--- config.mk ---
export PLATFORM = sky130hd
export DESIGN_NAME = comp2_serial_decoder
export DESIGN_NICKNAME = d
export VERILOG_FILES = /design/src/rtl/comp2_pkg.sv /design/src/rtl/comp2_bit_cell.sv /design/src/rtl/comp2_serial_decoder.sv
export SDC_FILE = /design/constraint.sdc
export NUM_CORES = 1
export LEC_CHECK = 0
export CORE_MARGIN = 4
export CORE_UTILIZATION = 50
export DETAILED_ROUTE_END_ITERATION = 10
export PLACE_DENSITY = 0.74
export REMOVE_ABC_BUFFERS = 1
export SYNTH_ARGS = -nofsm -noshare
export SYNTH_HDL_FRONTEND = slang
export SYNTH_HIERARCHICAL = 1
export SYNTH_SLANG_ARGS = --single-unit
export TNS_END_PERCENT = 100
--- constraint.sdc ---
create_clock -name clk -period 1.4 [get_ports clk]
set_input_delay 0.35 -clock clk [delete_from_list [all_inputs] [get_ports clk]]
set_output_delay 0.35 -clock clk [all_outputs]
set_load 0.01 [all_outputs]
--- src/rtl/comp2_pkg.sv ---
// Shared types and constants for the bit-serial two's-complement decoder.
// Optional build macro used by the decoder: COMP2_MINNEG_SAT_EN.
package comp2_pkg;

  typedef enum logic [1:0] {
    ST_IDLE  = 2'd0,
    ST_SHIFT = 2'd1,
    ST_DONE  = 2'd2
  } state_t;

  localparam int C2_WIDTH = 5;

  function automatic int cnt_width(input int w);
    return (w < 2) ? 1 : $clog2(w);
  endfunction

endpackage

--- src/rtl/comp2_bit_cell.sv ---
// One-bit serial negation cell: copy bits up to the first 1, invert after it when negative.
module comp2_bit_cell (
  input  logic b,
  input  logic sgn,
  input  logic seen_in,
  output logic out,
  output logic seen_out
);

  assign out      = (sgn & seen_in) ? ~b : b;
  assign seen_out = seen_in | b;

endmodule

--- src/rtl/comp2_serial_decoder.sv ---
// Bit-serial two's-complement to sign-magnitude decoder, LSB first, WIDTH+1 cycles per word.
// COMP2_MINNEG_SAT_EN: saturate the magnitude of the most negative input to 2^(WIDTH-1)-1.
module comp2_serial_decoder
  import comp2_pkg::*;
#(
  parameter int WIDTH = C2_WIDTH
) (
  input  logic             clk,
  input  logic             rst_n,
  input  logic             start,
  input  logic [WIDTH-1:0] din,
  output logic             busy,
  output logic             done,
  output logic             sign,
  output logic [WIDTH-1:0] mag,
  output logic             min_neg
);

  localparam int CW = cnt_width(WIDTH);
  localparam logic [WIDTH-1:0] MIN_PAT = {1'b1, {(WIDTH-1){1'b0}}};
  localparam logic [WIDTH-1:0] SAT_PAT = {1'b0, {(WIDTH-1){1'b1}}};

  state_t           state, state_next;
  logic [WIDTH-1:0] sr;
  logic             sgn;
  logic [CW-1:0]    cnt;
  logic             seen_one;
  // Only the upper WIDTH-1 result bits need storing; the last bit joins on the final edge.
  logic [WIDTH-2:0] acc;
  logic [WIDTH-1:0] acc_next;
  logic             cell_out;
  logic             cell_seen;
  logic             accept;
  logic             last;
  logic             busy_next;
  logic             done_next;
  logic [WIDTH-1:0] mag_next;

  comp2_bit_cell u_cell (
    .b       (sr[0]),
    .sgn     (sgn),
    .seen_in (seen_one),
    .out     (cell_out),
    .seen_out(cell_seen)
  );

  assign acc_next = {cell_out, acc};
  assign last     = (state == ST_SHIFT) && (cnt == CW'(WIDTH - 1));
  assign accept   = start && ((state == ST_IDLE) || (state == ST_DONE));

`ifdef COMP2_MINNEG_SAT_EN
  assign mag_next = (sgn && (acc_next == MIN_PAT)) ? SAT_PAT : acc_next;
`else
  assign mag_next = acc_next;
`endif

  always_ff @(posedge clk or negedge rst_n) begin
    if (!rst_n) begin
      state <= ST_IDLE;
    end else begin
      state <= state_next;
    end
  end

  always_comb begin
    state_next = state;
    busy_next  = 1'b0;
    done_next  = 1'b0;
    case (state)
      ST_IDLE: begin
        if (start) begin
          state_next = ST_SHIFT;
          busy_next  = 1'b1;
        end
      end
      ST_SHIFT: begin
        if (last) begin
          state_next = ST_DONE;
          done_next  = 1'b1;
        end else begin
          busy_next  = 1'b1;
        end
      end
      ST_DONE: begin
        if (start) begin
          state_next = ST_SHIFT;
          busy_next  = 1'b1;
        end else begin
          state_next = ST_IDLE;
        end
      end
      default: state_next = ST_IDLE;
    endcase
  end

  always_ff @(posedge clk or negedge rst_n) begin
    if (!rst_n) begin
      sr       <= '0;
      sgn      <= 1'b0;
      cnt      <= '0;
      seen_one <= 1'b0;
      acc      <= '0;
      busy     <= 1'b0;
      done     <= 1'b0;
      sign     <= 1'b0;
      mag      <= '0;
      min_neg  <= 1'b0;
    end else begin
      busy <= busy_next;
      done <= done_next;
      if (accept) begin
        sr       <= din;
        sgn      <= din[WIDTH-1];
        cnt      <= '0;
        seen_one <= 1'b0;
        acc      <= '0;
      end else if (state == ST_SHIFT) begin
        sr       <= sr >> 1;
        cnt      <= cnt + 1'b1;
        seen_one <= cell_seen;
        acc      <= acc_next[WIDTH-1:1];
        if (last) begin
          mag     <= mag_next;
          sign    <= sgn;
          min_neg <= sgn && (acc_next == MIN_PAT);
        end
      end
    end
  end

endmodule

==> reports/qor.txt, run 1 <==
========================================================================================
Instance count of the mapped netlist                                                  93
First drt pass iteration count                                                         3
H-tree Lvls                                                                            1
R2R cell count                                                                         4
Power density relative to cell area                                          1970 mW/mm²
Total inserted antenna cells                                                           0
Kind of start point of the critical path                                        register
Seq/Total Area, Yosys                                                              54.3%
Routed wirelength normalized by instance count                                   13.9 µm
Highest clock rate                                                               748 MHz
Horizontal die dimension                                                         56.0 µm
Placer congestion estimate                                                         0.709
Worst-case vdd ir drop                                                           1.01 mV
Unrepaired setup endpoints after global routing                                       no
Root cell of the clock tree                                                 sky130_fd_sc_hd__clkbuf_4
CTS clk-pin slew, worst paths                                                    0.12 ns
Combinational share of power                                                       43.2%
Least-Margin Pin Slew                                                           0.348 ns
LEAKAGE                                                                         0.680 nW
Final design utilization                                                           65.5%
CP max stage cell                                                           sky130_fd_sc_hd__dfrtp_1
Netlist area before placement                                                0.00115 mm²
Capturing element type of the critical path                                   output pin
Number of enable flip-flop cells after synthesis                                       0
Total CTS buffers                                                                      3
Final-report hold violation count                                                      0
Number of nets in the finished design                                                131
Post-synthesis sequential element count                                               25
Switching power                                                                  1.01 mW
Initial Utilization                                                                52.0%
Number of top-level pins                                                              17
Portion of the clock cycle consumed by the worst path in the final layout          95.5%
CP top delay family                                                           flip-flops
Most common flop cell mapped by yosys                                       sky130_fd_sc_hd__dfrtp_1
Startpoint of the worst setup timing path                                   mag[1]$_DFFE_PN0P_
Worst setup path class                                                      register to output pin
Cell depth of the worst setup path                                                     1
Internal power of the cells                                                      1.85 mW
Switching power as a share of total power                                          35.3%
Worst hold margin                                                               0.391 ns
WP data arrival                                                                  0.99 ns
Count of clock tree sinks                                                             25
TritonCTS clock tree                                                                 yes
Overall die area                                                             0.00313 mm²
Layout filler cell count                                                             198
Maximum cell stage delay along the critical path                                 0.40 ns
Synth-to-layout area growth                                                        25.9%
Storage element area                                                             627 µm²
Total global routing overflow                                                          0
Chip height                                                                      56.0 µm
Number of max-cap violations                                                           0
First-pass GRT wire length                                                       3.54 mm
Class of the tightest hold or removal check                                 primary input to asynchronous set/reset pin
Final slew viol count                                                                  0
Cell-by-cell listing of the critical path                                   dlygate4sd2_1
Vias per inst                                                                       5.39
Number of distinct library cells after synthesis                                      22
Worst-skew pair later-pin latency                                                0.30 ns
Max-Slew Margin vs Limit                                                           76.8%
Synthesis warning total                                                                6
Startpoint of the worst register-to-register path                           cnt[0]$_DFFE_PN0P_
Post-synth ARST share                                                               100%
PortBufs                                                                              16
Overall track demand over capacity in global routing                               13.8%
Part of the power in the clock network                                             10.6%
Finish-stage setup viols                                                               0
Required arrival time at the worst endpoint                                      1.05 ns
Fraction of final layout cells with drive strength greater than 1                  24.2%
Post-Syn Area per Cell                                                          12.4 µm²
Final non-filler cell area                                                   0.00145 mm²
Routed Wire Length                                                               2.06 mm
Register share of total power                                                      46.2%
Post-layout min period                                                           1.34 ns
Pin count of the biggest net entering global routing                                  26
Number of buffer and inverter instances along the worst setup path                     1
Maximum fanout along the worst path                                                    2
Via count of the first global-routing pass                                           798
Antenna violations before repair                                                       0
Count of routing violations after the opening detailed-route iteration                 2
Via Count                                                                            797
Buffers from clock root to sink, at most                                               2
Worst setup skew after layout                                                 0.00141 ns
Total half-perimeter wirelength after legalization and detailed placement        1.42 mm
Run status                                                                  complete, no violations
Row Count                                                                             17
Post-route DRC violation count                                                         0
Area of the core region                                                      0.00221 mm²
Routed Antenna Nets                                                                    0
Post-place instance area                                                     0.00140 mm²
Combined area of the multi-input logic cells                                     505 µm²
========================================================================================
-- synth_stat cells (3+ instances only) --
library cell	n	share of area, %
sky130_fd_sc_hd__nand3_1	4	1.7
sky130_fd_sc_hd__mux2_2	12	12
sky130_fd_sc_hd__o21ai_0	6	2.6
sky130_fd_sc_hd__a22o_1	6	4.6
sky130_fd_sc_hd__a21oi_1	4	1.7
sky130_fd_sc_hd__a211oi_1	4	2.6
sky130_fd_sc_hd__dfrtp_1	25	54
sky130_fd_sc_hd__mux2i_1	5	4.3
sky130_fd_sc_hd__nand2b_1	3	1.6
sky130_fd_sc_hd__inv_1	5	1.6
sky130_fd_sc_hd__nor2b_1	4	2.2
-- power groups by stage --
stage,logic (mW),registers (mW),clock network [mW]
global route,1.39,1.38,0.362
detailed placement,1.24,1.33,0
finish,1.24,1.32,0.304
global placement,1.21,1.31,0
floorplan,0.704,1.35,0
CTS,1.18,1.30,0.317
-- layer usage --
layer	track usage (%)	vias up	wire length [µm]
met5	0	-	0
li1	-	387	-
met1	17.2	393	919
met2	24.5	15	1040
met4	4.07	0	10
met3	2.09	2	92
-- layout by cell type, fill, tap and decap left out, drive strengths merged, types with 3 or more instances in the layout --
cell type      count
a211oi             4
dfrtp             25
clkdlybuf4s50      7
clkbuf             4
nand3              4
nand2b             3
mux2i              5
o21ai              6
buf               10
a22o               6
a21oi              4
inv                5
dlygate4sd2        9
nor2b              4
mux2              12
-- flip-flops by register name, indices dropped and copies added, names as in the netlist --
name      flops
mag           5
sr            5
acc           4
cnt           3
state         2
busy          1
done          1
min_neg       1
seen_one      1
sgn           1
sign          1
-- area by class of cell --
| cell class | count | share of cell area, % |
|---|---|---|
| clock buffers | 4 | 1.81 |
| inverters | 5 | 1.30 |
| multi-input cells | 60 | 34.9 |
| flip-flops and latches | 25 | 43.3 |
| well taps | 28 | 2.42 |
| repair buffers | 26 | 16.3 |
-- path summary, 6_finish.rpt --
check / end / slack (ns)
max in group asynchronous: state[1]$_DFFE_PN0P_ / 0.86
min: mag[1]$_DFFE_PN0P_ / 0.39
min in group clk: min_neg$_DFFE_PN0P_ / 0.50
min reg2reg: min_neg$_DFFE_PN0P_ / 0.50
max: mag[1] / 0.06
max reg2reg: mag[3]$_DFFE_PN0P_ / 0.10
-- cell families (layout without fill, tap and decap cells) --
group           count (synthesis)  in the layout  share of synthesized area (%)
compound gates                 20             20                           11.5
xor+xnor                        2              2                           1.52
fa+ha+maj                       2              2                           2.17
buf+inv                         9             35                           4.13
flops                          25             25                           54.3
mux                            17             17                           16.1
simple gates                   18             19                           10.2
-- repair_timing --
item,in CTS,in global routing
cloned,0,1
gates resized for setup,9,3
endpoints found under the setup margin,9,6
buffers inserted,0,1
hold buffers,0,0
-- per-stage QoR --
stage	setup slack [ns]	TNS, ns	power [mW]	instances
after floorplan	0.0923	0	2.05	89
after global placement	-0.0646	-0.328	2.52	142
after detailed placement	-0.0856	-0.467	2.57	142
after CTS	0.0483	0	2.80	146
after global routing	0.00188	0	3.13	148
final	0.0633	0	2.86	148
Power figures use the tool's default switching activity.
==> inputs of run 2 (changes only) <==
--- a/config.mk
+++ b/config.mk
@@ -7,6 +7,7 @@
 export LEC_CHECK = 0
 export CORE_MARGIN = 4
 export CORE_UTILIZATION = 50
+export CTS_BUF_LIST = sky130_fd_sc_hd__clkbuf_8
 export DETAILED_ROUTE_END_ITERATION = 10
 export PLACE_DENSITY = 0.74
 export REMOVE_ABC_BUFFERS = 1
==> run 2 against run 1 <==
- clock skew rose by 0.0044 ns
- critical endpoint is now mag[3]$_DFFE_PN0P_
- largest power group unchanged
- wire length rose by 1.1%
- critical path type is now register to register
- clock-buffer cell count fell by 1
==> reports/qor.txt, run 2 (same netlist as run 1, synthesis figures left out) <==
========================================================================================
Run status                                                                  complete, no violations
Highest clock rate                                                               754 MHz
Buffers from clock root to sink, at most                                               2
Initial Utilization                                                                52.0%
Portion of the clock cycle consumed by the worst path in the final layout          94.8%
Post-route DRC violation count                                                         0
Aggregate negative setup slack                                                      0 ns
PortBufs                                                                              16
Routed wirelength normalized by instance count                                   14.1 µm
LEAKAGE                                                                         0.690 nW
Final slew viol count                                                                  0
First drt pass iteration count                                                         4
CTS clk-pin slew, worst paths                                                    0.08 ns
Internal power of the cells                                                      1.92 mW
Total CTS buffers                                                                      3
Overall die area                                                             0.00313 mm²
Horizontal die dimension                                                         56.0 µm
Number of max-cap violations                                                           0
Register share of total power                                                      45.1%
Vias per inst                                                                       5.40
WP data arrival                                                                  1.48 ns
Via Count                                                                            799
Kind of start point of the critical path                                        register
Most common cell after layout, fill and taps aside                          sky130_fd_sc_hd__dfrtp_1
Number of nets in the finished design                                                131
Worst setup path class                                                      register to register
Root cell of the clock tree                                                 sky130_fd_sc_hd__clkbuf_8
Antenna violations before repair                                                       0
Number of top-level pins                                                              17
Total half-perimeter wirelength after legalization and detailed placement        1.42 mm
Power density relative to cell area                                          2010 mW/mm²
Cell depth of the worst setup path                                                     4
Routed Antenna Nets                                                                    0
Switching power as a share of total power                                          34.6%
CP top delay family                                                           flip-flops
TritonCTS clock tree                                                                 yes
Area of the core region                                                      0.00221 mm²
Placer congestion estimate                                                         0.709
Worst-skew pair later-pin latency                                                0.26 ns
Capturing element type of the critical path                                     register
Count of clock tree sinks                                                             25
Maximum cell stage delay along the critical path                                 0.41 ns
First-pass GRT wire length                                                       3.58 mm
Placed Cells                                                                         142
Chip height                                                                      56.0 µm
Class of the tightest hold or removal check                                 primary input to asynchronous set/reset pin
Synth-to-layout area growth                                                        26.6%
Number of buffers added to fix hold violations after cts                               0
Fraction of final layout cells with drive strength greater than 1                  24.2%
H-tree Lvls                                                                            1
Leading registers by flop count                                             mag x5, sr x5, acc x4
Cell-by-cell listing of the critical path                                   inv_1 -> ha_2 -> nand4b_2 -> mux2_2
Required arrival time at the worst endpoint                                      1.56 ns
Pin count of the biggest net entering global routing                                  26
Row Count                                                                             17
Total global routing overflow                                                          0
Overall track demand over capacity in global routing                               14.0%
Final-report hold violation count                                                      0
Worst hold margin                                                               0.441 ns
Worst-case register-to-register setup slack                                      0.07 ns
Maximum fanout along the worst path                                                    5
Routed Wire Length                                                               2.08 mm
Startpoint of the worst register-to-register path                           cnt[0]$_DFFE_PN0P_
Number of buffer and inverter instances along the worst setup path                     1
Reg-to-Reg End                                                              mag[3]$_DFFE_PN0P_
Count of routing violations after the opening detailed-route iteration                 8
Finish-stage setup viols                                                               0
Post-layout min period                                                           1.33 ns
Part of the power in the clock network                                             13.8%
R2R cell count                                                                         4
Via count of the first global-routing pass                                           811
Least-Margin Pin Slew                                                           0.346 ns
Final instance count without filler cells                                            148
Leading cell types in the layout, fill and taps excluded                    sky130_fd_sc_hd__dfrtp_1 (24), sky130_fd_sc_hd__mux2_2 (12), sky130_fd_sc_hd__dlygate4sd2_1 (9), sky130_fd_sc_hd__buf_4 (9), sky130_fd_sc_hd__clkdlybuf4s50_1 (7)
Unrepaired setup endpoints after global routing                                      yes
Worst setup skew after layout                                                 0.00578 ns
Worst-case vdd ir drop                                                           1.01 mV
Switching power                                                                  1.01 mW
Max-Slew Margin vs Limit                                                           77.0%
CP max stage cell                                                           sky130_fd_sc_hd__dfrtp_1
Total inserted antenna cells                                                           0
Combinational share of power                                                       41.1%
========================================================================================
-- run 2: layout make-up --
type                       count  area [µm²]
timing repair buffer          26         236
inverter                       5        18.8
tap                           28        35.0
multi-input combinational     60         495
clock inverter                 1        3.75
sequential                    25         627
clock buffer                   3        41.3
fill                         196         754
-- run 2: worst max path at each step --
stage	startpoint	endpoint	slack (ns)
finish	cnt[0]$_DFFE_PN0P_	mag[3]$_DFFE_PN0P_	0.07
global route	cnt[0]$_DFFE_PN0P_	mag[3]$_DFFE_PN0P_	-0.01
CTS	cnt[0]$_DFFE_PN0P_	mag[1]$_DFFE_PN0P_	0.06
detailed placement	start	sr[2]$_DFFE_PN0P_	-0.09
global placement	start	sgn$_DFFE_PN0P_	-0.06
floorplan	state[0]$_DFFE_PN0P_	sgn$_DFFE_PN0P_	0.09
-- run 2: what timing repair did --
action                                  in CTS  in global routing
setup buffers                                0                  1
gates cloned                                 0                  1
endpoints found under the setup margin       9                  6
endpoints found under the hold margin        0                  0
resized for setup                            9                  2
-- run 2: worst reg2reg max path: cells and delay by family, from the launching register on --
family / cells / cell delay (ns)
adder cells (fa/ha/maj): 1 / 0.23
buffers and inverters: 1 / 0.08
multiplexers: 1 / 0.31
flip-flops: 1 / 0.41
AND/OR/NAND/NOR: 1 / 0.19
-- run 2: stage by stage --
stage / setup slack, ns / power, mW / cell area [µm²] / utilization [%]
final: 0.0733 / 2.93 / 1460 / 65.9
after global routing: -0.0136 / 3.20 / 1460 / 65.9
after CTS: 0.0612 / 2.90 / 1430 / 64.7
after detailed placement: -0.0856 / 2.57 / 1400 / 63.2
after global placement: -0.0646 / 2.52 / 1400 / 63.2
after floorplan: 0.0923 / 2.05 / 1120 / -
-- run 2: metal layers --
| layer | part of all wire [%] | up-vias | GRT usage (%) | wire [µm] |
|---|---|---|---|---|
| li1 | - | 387 | - | - |
| met1 | 45 | 393 | 17.2 | 932 |
| met2 | 50 | 17 | 25.0 | 1040 |
| met3 | 4.4 | 2 | 2.09 | 92 |
| met4 | 0.91 | 0 | 4.07 | 19 |
| met5 | 0 | - | 0 | 0 |
-- run 2: power groups by stage --
stage          Clock, mW  Sequential, mW  Combinational [mW]
6_report           0.404            1.32                1.21
4_1_cts            0.417            1.31                1.18
2_1_floorplan          0            1.35               0.704
3_5_place_dp           0            1.33                1.24
5_1_grt            0.461            1.38                1.35
3_3_place_gp           0            1.31                1.21
==> inputs of run 3 (changes only) <==
--- a/config.mk
+++ b/config.mk
@@ -5,11 +5,13 @@
 export SDC_FILE = /design/constraint.sdc
 export NUM_CORES = 1
 export LEC_CHECK = 0
+export CELL_PAD_IN_SITES_DETAIL_PLACEMENT = 0
+export CELL_PAD_IN_SITES_GLOBAL_PLACEMENT = 1
 export CORE_MARGIN = 4
-export CORE_UTILIZATION = 50
+export CORE_UTILIZATION = 44
 export CTS_BUF_LIST = sky130_fd_sc_hd__clkbuf_8
 export DETAILED_ROUTE_END_ITERATION = 10
-export PLACE_DENSITY = 0.74
+export PLACE_DENSITY_LB_ADDON = 0.2
 export REMOVE_ABC_BUFFERS = 1
 export SYNTH_ARGS = -nofsm -noshare
 export SYNTH_HDL_FRONTEND = slang
==> constraint.sdc (replaced) <==
create_clock -name clk -period 1.4 [get_ports clk]
set_input_delay 0.28 -clock clk [delete_from_list [all_inputs] [get_ports clk]]
set_output_delay 0.28 -clock clk [all_outputs]
set_load 0.01 [all_outputs]
==> run 3 against run 2 <==
- fmax increased by 2.1%
- clock skew about the same
- highest routed layer unchanged
- combinational power about the same
- largest power group unchanged
- critical path type unchanged
- clock-buffer cell count unchanged
==> reports/qor.txt, run 3 (same netlist as run 1, synthesis figures left out) <==
========================================================================================
Maximum cell stage delay along the critical path                                 0.65 ns
Routed Antenna Nets                                                                    0
Root cell of the clock tree                                                 sky130_fd_sc_hd__clkbuf_8
Critical Path Sink                                                          sgn$_DFFE_PN0P_
Highest clock rate                                                               770 MHz
Worst setup path class                                                      register to register
Worst-skew pair later-pin latency                                                0.27 ns
Worst setup skew after layout                                                 0.00590 ns
PortBufs                                                                              16
H-tree Lvls                                                                            1
Class of the tightest hold or removal check                                 primary input to asynchronous set/reset pin
Total half-perimeter wirelength after legalization and detailed placement        1.39 mm
Horizontal die dimension                                                         59.2 µm
LEAKAGE                                                                         0.688 nW
Placer congestion estimate                                                         0.710
Reg-to-Reg End                                                              sgn$_DFFE_PN0P_
Antenna violations before repair                                                       0
CTS clk-pin slew, worst paths                                                    0.09 ns
Total inserted antenna cells                                                           0
Final-report hold violation count                                                      0
Number of max-cap violations                                                           0
Number of buffers added to fix hold violations after cts                               0
TritonCTS clock tree                                                                 yes
Kind of start point of the critical path                                        register
Worst-case register-to-register setup slack                                      0.10 ns
Cell depth of the worst setup path                                                     2
Cell-by-cell listing of the critical path                                   nand2b_1 -> mux2_2
Pin count of the biggest net entering global routing                                  26
Run status                                                                  complete, no violations
Row Count                                                                             18
Count of routing violations after the opening detailed-route iteration                 7
Final instance count without filler cells                                            149
Worst-case vdd ir drop                                                           1.19 mV
Number of buffer and inverter instances along the worst setup path                     0
First-pass GRT wire length                                                       3.34 mm
CP max stage cell                                                           sky130_fd_sc_hd__dfrtp_1
Post-layout power                                                                2.98 mW
Via count of the first global-routing pass                                           736
Maximum fanout along the worst path                                                   12
R2R cell count                                                                         2
Power density relative to cell area                                          2040 mW/mm²
Number of nets in the finished design                                                130
Portion of the clock cycle consumed by the worst path in the final layout          92.8%
Final slew viol count                                                                  0
Vias per inst                                                                       5.21
Area of the core region                                                      0.00248 mm²
Routed wirelength normalized by instance count                                   13.6 µm
Post-route DRC violation count                                                         0
CP top delay family                                                           flip-flops
Aggregate negative setup slack                                                      0 ns
Post-layout min period                                                           1.30 ns
Startpoint of the worst register-to-register path                           state[0]$_DFFE_PN0P_
Unrepaired setup endpoints after global routing                                       no
Placed Cells                                                                         144
Initial Utilization                                                                46.5%
Overall die area                                                             0.00350 mm²
Synth-to-layout area growth                                                        26.7%
Worst hold margin                                                               0.369 ns
Total global routing overflow                                                          0
Overall track demand over capacity in global routing                               12.8%
First drt pass iteration count                                                         2
Chip height                                                                      59.2 µm
Leading cell types in the layout, fill and taps excluded                    sky130_fd_sc_hd__dfrtp_1 (25), sky130_fd_sc_hd__mux2_2 (12), sky130_fd_sc_hd__dlygate4sd2_1 (9), sky130_fd_sc_hd__buf_4 (9), sky130_fd_sc_hd__clkdlybuf4s50_1 (7)
Max-Slew Margin vs Limit                                                           67.7%
Least-Margin Pin Slew                                                           0.484 ns
Count of clock tree sinks                                                             25
Finish-stage setup viols                                                               0
Required arrival time at the worst endpoint                                      1.55 ns
Number of top-level pins                                                              17
Most common cell after layout, fill and taps aside                          sky130_fd_sc_hd__dfrtp_1
Buffers from clock root to sink, at most                                               2
Routed Wire Length                                                               2.03 mm
Startpoint of the worst setup timing path                                   state[0]$_DFFE_PN0P_
Total CTS buffers                                                                      3
Capturing element type of the critical path                                     register
Leading registers by flop count                                             mag x5, sr x5, acc x4
WP data arrival                                                                  1.45 ns
Fraction of final layout cells with drive strength greater than 1                  23.5%
Via Count                                                                            777
========================================================================================
[run 3: cell types whose count changed in the layout (fill, tap and decap cells not counted), sizes merged]
cell | previous run | this run
inv | 6 | 5
buf | 10 | 9
clkinv | 0 | 1
[run 3: how the worst min path moves through the flow]
| stage | endpoint | slack, ns | depth (start not counted) |
|---|---|---|---|
| floorplan | acc[0]$_DFFE_PN0P_ | -0.02 | 0 |
| global placement | min_neg$_DFFE_PN0P_ | 0.46 | 2 |
| detailed placement | sign$_DFFE_PN0P_ | 0.50 | 1 |
| CTS | mag[2]$_DFFE_PN0P_ | 0.38 | 2 |
| global route | done$_DFF_PN0_ | 0.38 | 2 |
| finish | done$_DFF_PN0_ | 0.37 | 2 |
[run 3: area by class of cell]
cell class                 instances  area [µm²]
timing repair buffer              25         216
tap                               30        37.5
multi-input combinational         60         514
inverter                           5        18.8
clock buffer                       3        41.3
clock inverter                     1        5.00
sequential                        25         626
fill                             242        1020
[run 3: layer usage]
metal	track usage (%)	wire, µm	up-vias
met5	0	0	-
met4	1.94	13	0
met3	4.58	114	2
met2	22.2	1000	16
met1	15.6	902	374
li1	-	-	385
[run 3: per-stage QoR]
step           instance area (µm²)  util, %  setup WS, ns
2_1_floorplan                 1120        -        0.0923
3_3_place_gp                  1390     56.0        -0.116
3_5_place_dp                  1390     56.0        -0.160
4_1_cts                       1420     57.4        0.0446
5_1_grt                       1460     58.9        0.0116
6_report                      1460     58.9         0.101
[run 3: power breakdown]
part | switching (mW) | internal [mW]
registers | 0.298 | 1.03
clock network | 0.218 | 0.199
logic | 0.517 | 0.718
[run 3: what timing repair did]
action	CTS	global route
hold endpoints to repair	0	0
gates cloned	0	1
pin swaps	0	0
setup endpoints to repair	9	6
gates resized for setup	9	3
buffers inserted	0	0
